[src/rtl/key_conditioner.sv]
`default_nettype none
// ============================================================================
//  Module   : key_conditioner
//  Purpose  : Conditions the raw keypad pins for the simulator top level.
//             Every key channel is synchronised into the clk domain,
//             debounced against the tick_db sampling strobe, and reported as
//             a clean level plus one-cycle press / release / long-press
//             pulses and a sticky hold flag.
//  Revision : 1.0  initial release
// ----------------------------------------------------------------------------
//  Parameters
//    NUM_KEYS    number of independent key channels
//    DB_TICKS    consecutive differing strobes needed to accept a change (>=1)
//    LONG_TICKS  strobes a key must stay high before key_long fires (>=1)
//  Ports
//    clk          system clock
//    rst          synchronous active-high reset (overrides tick_db)
//    tick_db      debounce sampling strobe, one clk wide, may be tied high
//    key_raw      raw active-high key pins
//    key_level    debounced key level
//    key_press    one-clk pulse on an accepted 0->1 change
//    key_release  one-clk pulse on an accepted 1->0 change
//    key_long     one-clk pulse when the hold reaches LONG_TICKS strobes
//    key_hold     high from the key_long pulse until the key is released
//    any_key      OR of key_level (the only combinational output)
// ============================================================================
module key_conditioner #(
    parameter int NUM_KEYS   = 12,
    parameter int DB_TICKS   = 10,
    parameter int LONG_TICKS = 1000
) (
    input  logic                clk,
    input  logic                rst,
    input  logic                tick_db,
    input  logic [NUM_KEYS-1:0] key_raw,
    output logic [NUM_KEYS-1:0] key_level,
    output logic [NUM_KEYS-1:0] key_press,
    output logic [NUM_KEYS-1:0] key_release,
    output logic [NUM_KEYS-1:0] key_long,
    output logic [NUM_KEYS-1:0] key_hold,
    output logic                any_key
);

    // Counter widths carry one spare bit so that the terminal values
    // (DB_TICKS-1 and LONG_TICKS) are always representable, including the
    // degenerate case of a parameter equal to 1.
    localparam int c_DB_W   = $clog2(DB_TICKS) + 1;
    localparam int c_HOLD_W = $clog2(LONG_TICKS) + 1;

    localparam logic [c_DB_W-1:0]   c_DB_LAST   = c_DB_W'(DB_TICKS - 1);
    localparam logic [c_DB_W-1:0]   c_DB_ONE    = c_DB_W'(1);
    localparam logic [c_HOLD_W-1:0] c_HOLD_LAST = c_HOLD_W'(LONG_TICKS - 1);
    localparam logic [c_HOLD_W-1:0] c_HOLD_FULL = c_HOLD_W'(LONG_TICKS);
    localparam logic [c_HOLD_W-1:0] c_HOLD_ONE  = c_HOLD_W'(1);

    // ------------------------------------------------------------------------
    // One fully independent conditioning channel per key.
    // ------------------------------------------------------------------------
    for (genvar k = 0; k < NUM_KEYS; k++) begin : g_chan

        // Two-flop synchroniser; only r_s2 is allowed into the debouncer.
        logic                r_s1;
        logic                r_s2;

        // Debounce state.
        logic [c_DB_W-1:0]   r_db_cnt;
        logic                r_level;

        // Hold / long-press state. r_hold_cnt saturates at LONG_TICKS so that
        // key_long can fire only once per accepted press.
        logic [c_HOLD_W-1:0] r_hold_cnt;
        logic                r_hold;

        // Registered event pulses.
        logic                r_press;
        logic                r_release;
        logic                r_long;

        logic                w_differs;
        logic                w_accept;
        logic                w_fall;

        // The synchronised sample disagrees with the accepted level.
        assign w_differs = (r_s2 != r_level);

        // This edge completes DB_TICKS consecutive differing strobes, so the
        // new level is taken on this edge.
        assign w_accept  = tick_db && w_differs && (r_db_cnt == c_DB_LAST);

        // Accepted fall: used to drop key_hold on the same edge as key_level
        // rather than one cycle later.
        assign w_fall    = w_accept && r_level;

        always_ff @(posedge clk) begin
            if (rst) begin
                r_s1       <= 1'b0;
                r_s2       <= 1'b0;
                r_db_cnt   <= '0;
                r_level    <= 1'b0;
                r_hold_cnt <= '0;
                r_hold     <= 1'b0;
                r_press    <= 1'b0;
                r_release  <= 1'b0;
                r_long     <= 1'b0;
            end else begin
                r_s1      <= key_raw[k];
                r_s2      <= r_s1;

                // Pulses are single-cycle unless set again below.
                r_press   <= w_accept && r_s2;
                r_release <= w_fall;
                r_long    <= 1'b0;

                // Debounce: any strobe that sees the accepted level again
                // restarts the run, so short glitches never get through.
                if (tick_db) begin
                    if (!w_differs) begin
                        r_db_cnt <= '0;
                    end else if (w_accept) begin
                        r_level  <= r_s2;
                        r_db_cnt <= '0;
                    end else begin
                        r_db_cnt <= r_db_cnt + c_DB_ONE;
                    end
                end

                // Hold tracking works off the level as it stood before this
                // edge, so the strobe that accepts a rise is not counted.
                if (!r_level || w_fall) begin
                    r_hold_cnt <= '0;
                    r_hold     <= 1'b0;
                end else if (tick_db) begin
                    if (r_hold_cnt == c_HOLD_LAST) begin
                        r_hold_cnt <= c_HOLD_FULL;
                        r_long     <= 1'b1;
                        r_hold     <= 1'b1;
                    end else if (r_hold_cnt < c_HOLD_LAST) begin
                        r_hold_cnt <= r_hold_cnt + c_HOLD_ONE;
                    end
                end
            end
        end

        assign key_level[k]   = r_level;
        assign key_press[k]   = r_press;
        assign key_release[k] = r_release;
        assign key_long[k]    = r_long;
        assign key_hold[k]    = r_hold;

    end : g_chan

    assign any_key = |key_level;

endmodule : key_conditioner
`default_nettype wire
[config.mk]
export PLATFORM = sky130hd
export DESIGN_NAME = key_conditioner
export DESIGN_NICKNAME = d
export VERILOG_FILES = /design/src/rtl/key_conditioner.sv
export SDC_FILE = /design/constraint.sdc
export NUM_CORES = 1
export LEC_CHECK = 0
export CORE_MARGIN = 3
export CORE_UTILIZATION = 60
export DETAILED_ROUTE_END_ITERATION = 6
export HOLD_SLACK_MARGIN = 0.08
export PLACE_DENSITY = 0.8
export SLEW_MARGIN = 10
export SYNTH_ARGS = -nofsm -noshare
export SYNTH_HDL_FRONTEND = slang
export SYNTH_SLANG_ARGS = --single-unit
[constraint.sdc]
create_clock -name clk -period 2.4 [get_ports clk]
set_input_delay 0.48 -clock clk [delete_from_list [all_inputs] [get_ports clk]]
set_output_delay 0.48 -clock clk [all_outputs]
set_load 0.01 [all_outputs]
==> results of run 1 <==
report_power, final:
part	internal, µW	switching (µW)
Sequential	4600	19.9
Combinational	112	180
Clock	3010	1820
timing repair:
item	4_1_cts	5_1_grt
endpoints found under the setup margin	1	0
resized for setup	4	0
setup buffers	0	0
per-layer routing:
| layer | global-route usage [%] | part of all wire, % | vias up |
|---|---|---|---|
| met2 | 38.39 | 47 | 289 |
| met3 | 3.464 | 5.1 | 56 |
| met5 | 0 | 0 | - |
| met1 | 31.27 | 46 | 5298 |
| li1 | - | - | 5538 |
| met4 | 5.669 | 2.2 | 0 |
critical path, cell delays in order (launching register included):
cell           delay (ns)
dfxtp_1              0.39
nor4_1               0.34
nand3_1              0.12
dlygate4sd2_1        0.33
worst max-delay path by stage:
stage               slack (ns)                       startpoint                                   end
floorplan                 0.57                          tick_db  g_chan[5].r_hold_cnt[5]$_SDFFE_PP0P_
global route              0.17   g_chan[4].r_level$_SDFFE_PP0P_                               any_key
finish                    0.20  g_chan[11].r_level$_SDFFE_PP0P_                               any_key
global placement          0.33                          tick_db  g_chan[2].r_hold_cnt[7]$_SDFFE_PP0P_
CTS                       0.20   g_chan[4].r_level$_SDFFE_PP0P_                               any_key
detailed placement        0.30                          tick_db  g_chan[2].r_hold_cnt[7]$_SDFFE_PP0P_
through the flow:
| stage | power, µW | setup WS, ns |
|---|---|---|
| floorplan | 4923 | 0.5699 |
| global placement | 5005 | 0.3334 |
| detailed placement | 5012 | 0.2963 |
| CTS | 9831 | 0.1955 |
| global route | 10050 | 0.1746 |
| finish | 9755 | 0.2038 |
sequential cells by signal, indices dropped and copies added, names as in the netlist:
| signal | cells |
|---|---|
| g_chan.r_db_cnt | 60 |
| g_chan.r_hold_cnt | 132 |
| g_chan.r_s2 | 12 |
| g_chan.r_hold | 12 |
| g_chan.r_s1 | 12 |
| g_chan.r_long | 12 |
| g_chan.r_level | 12 |
| g_chan.r_release | 12 |
| g_chan.r_press | 12 |
layout by cell type, fill, tap and decap left out, types with 30 or more instances in the layout:
master,instances
dfxtp_1,276
nand2_1,101
nor2_1,94
a21oi_1,78
clkdlybuf4s50_1,72
nand3_1,62
inv_1,57
nor3_1,50
xnor2_1,42
ha_1,36
a311oi_1,34
nor2b_1,31
nand2b_1,30
cells by family after synthesis:
kind of cell               after synthesis  synth area share, %
xor gates and xnor gates                50                3.206
muxes                                   19                1.410
AOI/OAI and AO/OA                      350                19.64
buffers and inverters                  173                7.034
and+or+nand+nor                        589                24.97
adders and majority gates               36                3.297
DFF                                    276                40.45
layout make-up:
| cell class | count | share of cell area, % |
|---|---|---|
| Timing Repair Buffer | 96 | 6.151 |
| Tap cell | 280 | 2.293 |
| Clock inverter | 15 | 1.556 |
| Clock buffer | 38 | 5.299 |
| Sequential cell | 276 | 36.17 |
| Multi-Input combinational cell | 1044 | 47.10 |
| Inverter | 58 | 1.425 |
==> results.py, run 1 <==
metrics = {
    "outcome": {
        "status": "complete, no violations",
    },
    "synthesis": {
        "synth.largest_area_cell": "dfxtp_1",
        "syn_nets": 1544,
        "yosysMostFrequentCell": "dfxtp_1",
        "synth-edff-count": 0,
        "synth_top_area_share_pct": 40.45,
        "synth_area_leaders": "dfxtp_1 (40%), buf_4 (3.5%), ha_1 (3.3%), a21oi_1 (2.9%), nand2_1 (2.8%)",
        "yosys_warnings": 0,
        "synth_ff_type": "dfxtp_1",
        "seq_area_frac_synth_pct": 40.45,
        "syn_inst": 1493,
        "ys_ff_latch": 276,
        "netlist_area_um2": 13660,
        "async_reset_ff_share_pct": 0,
        "avgSynthCellArea_um2": 9.150,
        "ys_types": 81,
        "synthTopCellsByCount": "dfxtp_1 (276), nand2_1 (101), nor2_1 (94), a21oi_1 (78), buf_4 (63)",
    },
    "setup_path": {
        "critPathMaxFanout": 6,
        "crit_path_end_kind": "primary output",
        "worstReg2RegStart": "g_chan[0].r_hold_cnt[0]$_SDFFE_PP0P_",
        "cp.arrival_ns": 1.72,
        "start_kind": "flip-flop",
        "r2r_cells": 5,
        "crit_required_ns": 1.92,
        "r2r_slack_ns": 0.40,
        "timing.rr.end": "g_chan[0].r_hold_cnt[8]$_SDFFE_PP0P_",
        "worstSetupPathType": "flip-flop to primary output",
    },
    "drt": {
        "vias": 11180,
        "drt_iter0_drc": 864,
        "wl_per_cell_um": 16.04,
        "firstDrtPassIters": 5,
        "antenna_left": 0,
        "drc": 0,
        "via_per_inst": 6.188,
        "wl_um": 28980,
    },
    "floorplan": {
        "die-area_um2": 24610,
        "ios": 76,
        "die-width_um": 156.9,
        "core_area_um2": 22090,
        "initial_core_util_pct": 61.83,
        "rows": 54,
        "die_h_um": 156.9,
    },
    "placed_design": {
        "place_area_um2": 14210,
        "dpl.hpwl_um": 19690,
        "place_inst": 1754,
        "gp_congestion": 0.8916,
        "portBuffers": 75,
    },
    "cts": {
        "clk_pin_slew_ns": 0.06,
        "clkLatencyLatePin_ns": 0.54,
        "hold_buffers": 0,
        "cts.sink_count": 276,
        "cts_tree": "done",
        "cts_buffers": 29,
        "cts_buffer_depth": 3,
        "cts.htree.levels": 1,
        "cts_root_buffer": "clkbuf_16",
    },
    "global_routing": {
        "antenna_found_initial": 0,
        "grt_pass1_vias": 10370,
        "grt_start_max_net_pins": 40,
        "track_usage_pct": 22.93,
        "grt_pass1_wl_um": 48910,
        "overflow": 0,
    },
    "sta": {
        "finalCritPeriodShare_pct": 91.51,
        "max_freq_ghz": 0.4553,
        "maxSlewHeadroom_pct": 58.86,
        "setup_viol": 0,
        "worstMarginPinSlew_ns": 0.6134,
        "hold_violations": 0,
        "fin_crit_ns": 2.196,
        "drv_slew": 0,
        "setup-tns-final_ns": 0,
        "hold_ws_ns": 0.2491,
        "rsz0062_at_grt": "false",
        "skew_ns": 0.007324,
    },
    "final_layout": {
        "seq_area_um2": 5525,
        "layout.cells.non_filler": 1807,
        "multi_input_area_um2": 7196,
        "nFillCells": 1702,
        "antenna_cells": 0,
        "syn_to_final_growth_pct": 11.82,
        "nets": 1556,
        "drive_above_1_share_pct": 8.972,
        "fin_util_pct": 69.14,
        "design_area_um2": 15280,
    },
    "job": {
        "cap_violations": 0,
    },
    "min_path": {
        "min_path_type": "input port to flip-flop",
        "whs_path_depth": 2,
        "worstHoldStart": "rst",
        "min_to": "g_chan[6].r_db_cnt[1]$_SDFFE_PP0P_",
    },
    "power_and_ir_drop": {
        "p_leak_uw": 0.005224,
        "p_per_area_nw_per_um2": 638.6,
        "vdd_drop_max_mv": 0.4679,
    },
}
Note: power is estimated with default switching activity, not from simulation.
==> inputs of run 2 (changes only) <==
--- a/config.mk
+++ b/config.mk
@@ -6,11 +6,12 @@
 export NUM_CORES = 1
 export LEC_CHECK = 0
 export CORE_MARGIN = 3
-export CORE_UTILIZATION = 60
+export CORE_UTILIZATION = 54
 export DETAILED_ROUTE_END_ITERATION = 6
 export HOLD_SLACK_MARGIN = 0.08
-export PLACE_DENSITY = 0.8
-export SLEW_MARGIN = 10
+export PLACE_DENSITY = 0.76
+export RECOVER_POWER = 25
+export SLEW_MARGIN = 20
 export SYNTH_ARGS = -nofsm -noshare
 export SYNTH_HDL_FRONTEND = slang
 export SYNTH_SLANG_ARGS = --single-unit
==> constraint.sdc (replaced) <==
create_clock -name clk -period 1.9 [get_ports clk]
set_input_delay 0.38 -clock clk [delete_from_list [all_inputs] [get_ports clk]]
set_output_delay 0.38 -clock clk [all_outputs]
set_load 0.01 [all_outputs]
==> results.py, run 2 (synthesized netlist as in run 1, its figures left out) <==
metrics = {
    "outcome": {
        "status": "complete, but fails checks",
        "violations": "negative setup slack",
    },
    "placed_design": {
        "place_area_um2": 14670,
        "dpl.hpwl_um": 20400,
        "portBuffers": 75,
        "gp_congestion": 0.9094,
        "place_inst": 1849,
    },
    "power_and_ir_drop": {
        "vdd_drop_max_mv": 0.9940,
        "p_per_area_nw_per_um2": 793.0,
        "p_leak_uw": 0.005602,
    },
    "sta": {
        "setup_viol": 1,
        "hold_violations": 0,
        "layout_setup_ws_ns": -0.01656,
        "hold_ws_ns": 0.1336,
        "worstMarginPinSlew_ns": 1.223,
        "drv_slew": 0,
        "setup-tns-final_ns": -0.01656,
        "fin_crit_ns": 1.917,
        "rsz0062_at_grt": "true",
        "maxSlewHeadroom_pct": 18.34,
        "finalCritPeriodShare_pct": 100.9,
        "skew_ns": 0.008275,
        "max_freq_ghz": 0.5218,
    },
    "final_layout": {
        "fin_util_pct": 64.34,
        "syn_to_final_growth_pct": 15.89,
        "nFillCells": 2025,
        "top_register": "g_chan.r_hold_cnt",
        "nets": 1607,
        "largest_reg_flops": 132,
        "layout.cells.non_filler": 1902,
        "antenna_cells": 0,
        "mostFrequentLayoutCell": "dfxtp_1",
        "top_regs": "g_chan.r_hold_cnt x132, g_chan.r_db_cnt x60",
        "drive_above_1_share_pct": 11.85,
        "final_cell_mix": "dfxtp_1 (273), nand2_1 (101), nor2_1 (94)",
        "design_area_um2": 15830,
    },
    "setup_path": {
        "critPathMaxStageDelay_ns": 0.40,
        "start_kind": "flip-flop",
        "cp.arrival_ns": 1.54,
        "crit_path_end_kind": "primary output",
        "crit_required_ns": 1.52,
        "critPathMaxFanout": 2,
        "worstSetupPathType": "flip-flop to primary output",
        "crit_path_cell_trace": "nor4_2, nand3_2, buf_6",
        "critPathSlowestCell": "nor4_2",
    },
    "drt": {
        "wl_um": 29920,
        "via_per_inst": 5.975,
        "drc": 0,
        "vias": 11370,
        "wl_per_cell_um": 15.73,
        "firstDrtPassIters": 5,
        "drt_iter0_drc": 956,
        "antenna_left": 0,
    },
    "floorplan": {
        "die-width_um": 165.1,
        "ios": 76,
        "rows": 57,
        "die-area_um2": 27240,
        "die_h_um": 165.1,
        "core_area_um2": 24600,
        "initial_core_util_pct": 55.52,
    },
    "global_routing": {
        "overflow": 0,
        "grt_start_max_net_pins": 29,
        "grt_pass1_vias": 10450,
        "grt_pass1_wl_um": 49710,
        "antenna_found_initial": 0,
        "track_usage_pct": 21.35,
    },
    "cts": {
        "clk_pin_slew_ns": 0.06,
        "cts_buffer_depth": 3,
        "cts_buffers": 29,
        "cts_tree": "done",
        "cts.htree.levels": 1,
        "cts_root_buffer": "clkbuf_16",
        "clkLatencyLatePin_ns": 0.53,
        "cts.sink_count": 276,
        "post_cts_buffers": 0,
    },
    "min_path": {
        "min_path_type": "input port to flip-flop",
    },
    "job": {
        "cap_violations": 0,
    },
}
## run 2: routing by layer
| metal | track usage [%] | part of all wire, % | vias to the layer above | wire [µm] |
|---|---|---|---|---|
| li1 | - | - | 5662 | - |
| met1 | 29.19 | 46 | 5334 | 13740 |
| met2 | 35.24 | 47 | 315 | 14100 |
| met3 | 3.168 | 4.8 | 54 | 1443 |
| met4 | 5.986 | 2.1 | 0 | 633 |
| met5 | 0 | 0 | - | 0 |
## run 2: layout make-up
| type | count | area, µm² | share of cell area [%] |
|---|---|---|---|
| Multi-Input combinational cell | 1044 | 7279 | 45.98 |
| Inverter | 58 | 217.7 | 1.375 |
| Sequential cell | 276 | 5529 | 34.92 |
| Timing Repair Buffer | 147 | 1313 | 8.291 |
| Tap cell | 324 | 405.4 | 2.561 |
| Clock inverter | 16 | 261.5 | 1.652 |
| Clock buffer | 37 | 825.8 | 5.216 |
## run 2: per-stage QoR
step                      total power (µW)  worst slack, ns
after floorplan                       6218           0.1222
after global placement                6354          0.04830
after detailed placement              6361          0.02124
after CTS                            12680         -0.05893
after global routing                 12950         -0.06209
final                                12550         -0.01656
## run 2: worst paths after layout
kind | endpoint | cells past startpoint | start | slack, ns
min | g_chan[9].r_db_cnt[3]$_SDFFE_PP0P_ | 2 | rst | 0.13
max reg2reg | g_chan[3].r_hold_cnt[9]$_SDFFE_PP0P_ | 6 | g_chan[3].r_db_cnt[1]$_SDFFE_PP0P_ | 0.10
min reg2reg | g_chan[8].r_s2$_SDFF_PP0_ | 1 | g_chan[8].r_s1$_SDFF_PP0_ | 0.44
max | any_key | 3 | g_chan[4].r_level$_SDFFE_PP0P_ | -0.02
## run 2: timing repair
item,CTS,global route
hold buffers,0,0
pin swaps,0,2
resized for setup,18,20
endpoints found under the setup margin,13,23
## run 2: report_power, final
| group | internal [µW] | switching [µW] |
|---|---|---|
| sequential | 5820 | 24.6 |
| combinational | 159 | 240 |
| clock | 4000 | 2310 |
| total | 9980 | 2570 |
## run 2: critical path, delay by kind of cell, from the launching register on
| family | cells | cell delay (ns) |
|---|---|---|
| buffers and inverters | 1 | 0.15 |
| flip-flops | 1 | 0.34 |
| AND/OR/NAND/NOR | 2 | 0.52 |
==> inputs of run 3 (changes only) <==
--- a/config.mk
+++ b/config.mk
@@ -6,10 +6,9 @@
 export NUM_CORES = 1
 export LEC_CHECK = 0
 export CORE_MARGIN = 3
-export CORE_UTILIZATION = 54
+export CORE_UTILIZATION = 26
 export DETAILED_ROUTE_END_ITERATION = 6
 export HOLD_SLACK_MARGIN = 0.08
-export PLACE_DENSITY = 0.76
 export RECOVER_POWER = 25
 export SLEW_MARGIN = 20
 export SYNTH_ARGS = -nofsm -noshare
==> results.py, run 3 (synthesized netlist as in run 1, its figures left out) <==
metrics = {
    "setup_path": {
        "r2r_slack_ns": 0.07,
        "critPathMaxStageDelay_ns": 0.34,
        "cp.arrival_ns": 1.53,
        "timing.rr.end": "g_chan[0].r_hold_cnt[8]$_SDFFE_PP0P_",
        "critPathSlowestCell": "nor4_4",
        "worstSetupPathType": "flip-flop to primary output",
        "start_kind": "flip-flop",
        "crit_path_cell_trace": "nor4_4, nand3_2, buf_6",
        "worstReg2RegStart": "g_chan[0].r_hold_cnt[1]$_SDFFE_PP0P_",
        "critPathMaxFanout": 2,
        "path_buf_inv": 1,
        "cp_top_family": "simple AND/OR/NAND/NOR gates",
        "r2r_cells": 5,
        "crit_required_ns": 1.52,
        "crit_path_end_kind": "primary output",
    },
    "cts": {
        "cts_tree": "done",
        "cts.sink_count": 276,
        "clkLatencyLatePin_ns": 0.52,
        "clk_pin_slew_ns": 0.06,
        "hold_buffers": 0,
        "cts_buffers": 35,
        "cts_buffer_depth": 3,
        "cts_root_buffer": "clkbuf_16",
        "cts.htree.levels": 2,
    },
    "min_path": {
        "min_to": "g_chan[2].r_db_cnt[0]$_SDFFE_PP0P_",
        "worstHoldStart": "rst",
        "min_path_type": "input port to flip-flop",
        "whs_path_depth": 2,
    },
    "drt": {
        "wl_um": 32640,
        "wl_per_cell_um": 14.39,
        "vias": 11400,
        "drc": 0,
        "firstDrtPassIters": 5,
        "via_per_inst": 5.025,
        "drt_iter0_drc": 731,
        "antenna_left": 0,
    },
    "outcome": {
        "status": "complete, but fails checks",
        "violations": "negative setup slack",
    },
    "global_routing": {
        "gr-usage-met1_pct": 15.19,
        "groute.layer.met2.usage_pct": 18.43,
        "busiest_layer": "met2",
        "track_usage_pct": 11.43,
        "grt_pass1_vias": 10770,
        "antenna_found_initial": 3,
        "grt_start_max_net_pins": 37,
        "grt_pass1_wl_um": 54060,
        "overflow": 0,
        "grtUsageMet3_pct": 2.191,
    },
    "final_layout": {
        "drive_above_1_share_pct": 11.77,
        "final_cell_mix": "dfxtp_1 (270), nand2_1 (101), nor2_1 (94)",
        "antenna_cells": 0,
        "syn_to_final_growth_pct": 19.01,
        "largest_reg_flops": 132,
        "nets": 1616,
        "top_regs": "g_chan.r_hold_cnt x132, g_chan.r_db_cnt x60",
        "mostFrequentLayoutCell": "dfxtp_1",
        "layout.cells.non_filler": 2269,
        "top_register": "g_chan.r_hold_cnt",
    },
    "sta": {
        "fin_crit_ns": 1.913,
        "setup-tns-final_ns": -0.01346,
        "drv_slew": 0,
        "hold_violations": 0,
        "rsz0062_at_grt": "true",
        "setup_viol": 1,
        "finalCritPeriodShare_pct": 100.7,
        "skew_ns": 0.006495,
        "max_freq_ghz": 0.5226,
        "worstMarginPinSlew_ns": 0.6784,
        "maxSlewHeadroom_pct": 54.77,
        "layout_setup_ws_ns": -0.01346,
    },
    "placed_design": {
        "portBuffers": 75,
        "dpl.hpwl_um": 22970,
        "place_inst": 2208,
        "gp_congestion": 0.8843,
        "post-place-ws_ns": -0.1009,
    },
    "floorplan": {
        "die_h_um": 235.2,
        "initial_core_util_pct": 26.47,
        "die-width_um": 235.2,
        "rows": 83,
        "core_area_um2": 51610,
        "ios": 76,
        "die-area_um2": 55330,
    },
    "power_and_ir_drop": {
        "p_leak_uw": 0.005643,
        "p_per_area_nw_per_um2": 783.9,
        "vdd_drop_max_mv": 0.4781,
        "power_uw": 12740,
    },
    "job": {
        "cap_violations": 0,
    },
}
-- run 3: final cells by class --
cell class                 instances  area, µm²
clock buffer                      50       1015
clock inverter                    11      107.6
fill                            5322      35360
inverter                          58      217.7
multi-input combinational       1044       7212
sequential                       276       5533
tap                              680      850.8
timing repair buffer             150       1323
-- run 3: per-layer routing --
| layer | vias up | share of wire [%] |
|---|---|---|
| li1 | 5659 | - |
| met1 | 5404 | 47 |
| met2 | 282 | 45 |
| met3 | 55 | 5.2 |
| met4 | 2 | 2.7 |
| met5 | - | 0.040 |
-- run 3: stage by stage --
step,utilization [%],hold WS [ns],area [µm²]
CTS,31.57,0.1631,16290
detailed placement,29.36,0.4283,15150
global placement,29.36,0.4213,15150
global route,31.50,0.3224,16260
floorplan,-,0.4138,13660
finish,31.50,0.3113,16260
-- run 3: worst max-delay path by stage --
stage	start	end	slack (ns)	depth (start not counted)
4_1_cts	g_chan[1].r_level$_SDFFE_PP0P_	any_key	-0.09	3
3_3_place_gp	g_chan[4].r_level$_SDFFE_PP0P_	any_key	-0.15	3
5_1_grt	g_chan[4].r_level$_SDFFE_PP0P_	any_key	-0.10	3
2_1_floorplan	g_chan[0].r_hold_cnt[0]$_SDFFE_PP0P_	g_chan[0].r_hold_cnt[8]$_SDFFE_PP0P_	0.12	5
3_5_place_dp	g_chan[4].r_level$_SDFFE_PP0P_	any_key	-0.10	3
6_report	g_chan[4].r_level$_SDFFE_PP0P_	any_key	-0.01	3
-- run 3: power by group --
part           internal (µW)  switching, µW  leakage (µW)  total (µW)
sequential              5820           24.3       0.00223        5840
combinational            152            233       0.00286         384
clock                   3980           2540      0.000555        6520
total                   9950           2800       0.00564       12700
-- run 3: what timing repair did --
item,CTS,global route
setup buffers,0,0
pin swaps,3,1
gates resized for setup,26,11
endpoints found under the setup margin,15,16
==> patch, RTL diff (flow settings as in run 3) <==
Reset style: asynchronous (`rst`), changed in one clocked block. Comments in the files are not updated.
--- a/src/rtl/key_conditioner.sv
+++ b/src/rtl/key_conditioner.sv
@@ -91,7 +91,7 @@
         // rather than one cycle later.
         assign w_fall    = w_accept && r_level;
 
-        always_ff @(posedge clk) begin
+        always_ff @(posedge clk or posedge rst) begin
             if (rst) begin
                 r_s1       <= 1'b0;
                 r_s2       <= 1'b0;
Check against the original RTL: no difference found for any inputs over 4 cycles, from zero or initial values and one cycle with rst high; that may be too few to reach the edited logic, so the function may still have changed.
==> patch against run 3 <==
Synthesized cell count is 0.67% lower; cell area is 11% higher; synthesized area is 7.2% higher; global-route usage is 0.17 points higher; wire length is 7.2% higher; setup slack worse by 76 ps; total power is 7.8% higher; largest cell class unchanged; sequential cell count stayed put; largest power group unchanged; the run still ends with negative setup slack left.
==> patch: results (changes against run 3) <==
[run_status]
status = finished, violations left
violations = negative setup slack

[route]
viasPerCell = 4.89  ; -2.6%
drtIter0Drc = 575  ; -21%
firstDrtPassIters = 5  ; unchanged
routed_wl_mm = 35.0  ; +7.2%

[clock_tree]
clkTransAtPathRegs_ps = 50
clockRootBuffer = clkbuf_16
clock_path_buffers = 3  ; unchanged
clock_insertion_delay_worst_skew_ps = 530
h-tree-depth = 2  ; unchanged
numCtsBuffers = 35  ; unchanged

[global_routing]
grt_antenna_before_repair = 1  ; -2
track_usage = 0.116  ; +0.00165
grt_pass1_wl_mm = 58.2  ; +7.7%
grt_pass1_vias = 11400  ; +5.7%
grt_max_degree = 52  ; +41%

[yosys]
synthFlopType = dfrtp_1
synth_nets = 1534  ; -0.65%
synthAdderAreaFrac = 0.0308  ; -0.00221
netlist_top_cells_count = dfrtp_1 (276), o21ai_0 (106), nor2_1 (100), nand2_1 (99), nand3_1 (81)
yosys_warnings = 0  ; unchanged
synth_compound_area_frac = 0.183  ; -0.0133
synth_cell_types = 84  ; +3.7%
yosysSeqAreaShare = 0.472  ; +0.0672
ys_top_cells_by_area = dfrtp_1 (47%), o21ai_0 (3.6%), buf_4 (3.3%)
synth.area.mux_share = 0.0278  ; +0.0137
synth_xor_area_frac = 0.0185  ; -0.0135
ys_async_sr_fraction = 1.00  ; +1.00

[place]
numPortBuffers = 75  ; unchanged
post-dp-hpwl_mm = 24.1  ; +4.9%
gp_congestion = 0.893  ; +0.96%

[worst_setup_path]
r2r_start = g_chan[8].r_hold_cnt[2]
arrival_ps = 1610  ; +80 ps
rr_endpoint = g_chan[8].r_hold_cnt[8]
crit_slowest_cell = dfrtp_2
max_stage_delay_ps = 430  ; +90 ps
crit_path_end = any_key
worstSetupStartpoint = g_chan[11].r_level
rrSetupSlack_ps = 80
worst-path-max-fanout = 2  ; unchanged

[sta]
tightest_slew_ps = 1170  ; +493 ps
fin_ws_ps = -89.6  ; -76.2 ps
clock_skew_ps = 8.48  ; +1.98 ps
setup_violations = 1  ; unchanged
setup_tns_ps = -89.6  ; -76.2 ps

[pwr]
swShare = 0.225  ; +0.00612
power_frac_comb = 0.051  ; +0.021
ir_drop_v = 0.000588  ; +23%
p_seq_frac = 0.445  ; -0.014
p_int_uw = 10600  ; +7.0%
leakage_uw = 0.00769  ; +36%

[layout]
fin_nets = 1650  ; +2.1%
top_regs = g_chan.r_hold_cnt x132, g_chan.r_db_cnt x60
drive_above_1_share = 0.176  ; +0.0579
diodes = 0  ; unchanged
num-fill-cells = 5570  ; +4.7%

[hold_path]
hold_path.class = input port to asynchronous set/reset pin

## patch: cell type report
class                      count  area share
multi-input combinational   1039       0.390
sequential                   276       0.383
timing repair buffer         201      0.0992
clock buffer                  53      0.0607
tap                          748      0.0518
inverter                      46     0.00963
clock inverter                 8     0.00638
## patch: worst min path at each step
stage / start / slack [ps] / end
2_1_floorplan: g_chan[0].r_s1 / 330 / g_chan[0].r_s2
3_3_place_gp: g_chan[7].r_s1 / 330 / g_chan[7].r_s2
3_5_place_dp: g_chan[10].r_s1 / 340 / g_chan[10].r_s2
4_1_cts: rst / 120 / g_chan[11].r_db_cnt[0]
5_1_grt: rst / 260 / g_chan[11].r_db_cnt[0]
6_report: rst / 270 / g_chan[11].r_db_cnt[0]
## patch: through the flow
stage / util / cells / setup slack, ps / instance area [um2]
3_3_place_gp: 0.299 / 2297 / 33.4 / 16600
4_1_cts: 0.321 / 2358 / -193 / 17800
6_report: 0.326 / 2371 / -89.6 / 18100
3_5_place_dp: 0.299 / 2297 / 11.0 / 16600
5_1_grt: 0.326 / 2371 / -196 / 18100
2_1_floorplan: - / 1483 / -2130 / 14600
## patch: metal layers
metal,vias to the layer above,track usage,share of wire
met1,5645,0.154,0.46
met5,-,0,0.00037
li1,5666,-,-
met2,233,0.188,0.46
met3,58,0.0261,0.046
met4,2,0.0351,0.025
## patch: timing repair
item | in CTS | in global routing
buffers inserted | 0 | 12
cloned | 0 | 1
endpoints found under the hold margin | 0 | 0
endpoints found under the setup margin | 19 | 42
gates resized for setup | 31 | 57
pin swaps | 1 | 13
## patch: critical path: cells and delay by family (launching register included)
kind / cells / cell delay (ps)
buffers and inverters: 1 / 170
flip-flops: 1 / 430
AND/OR/NAND/NOR: 2 / 480
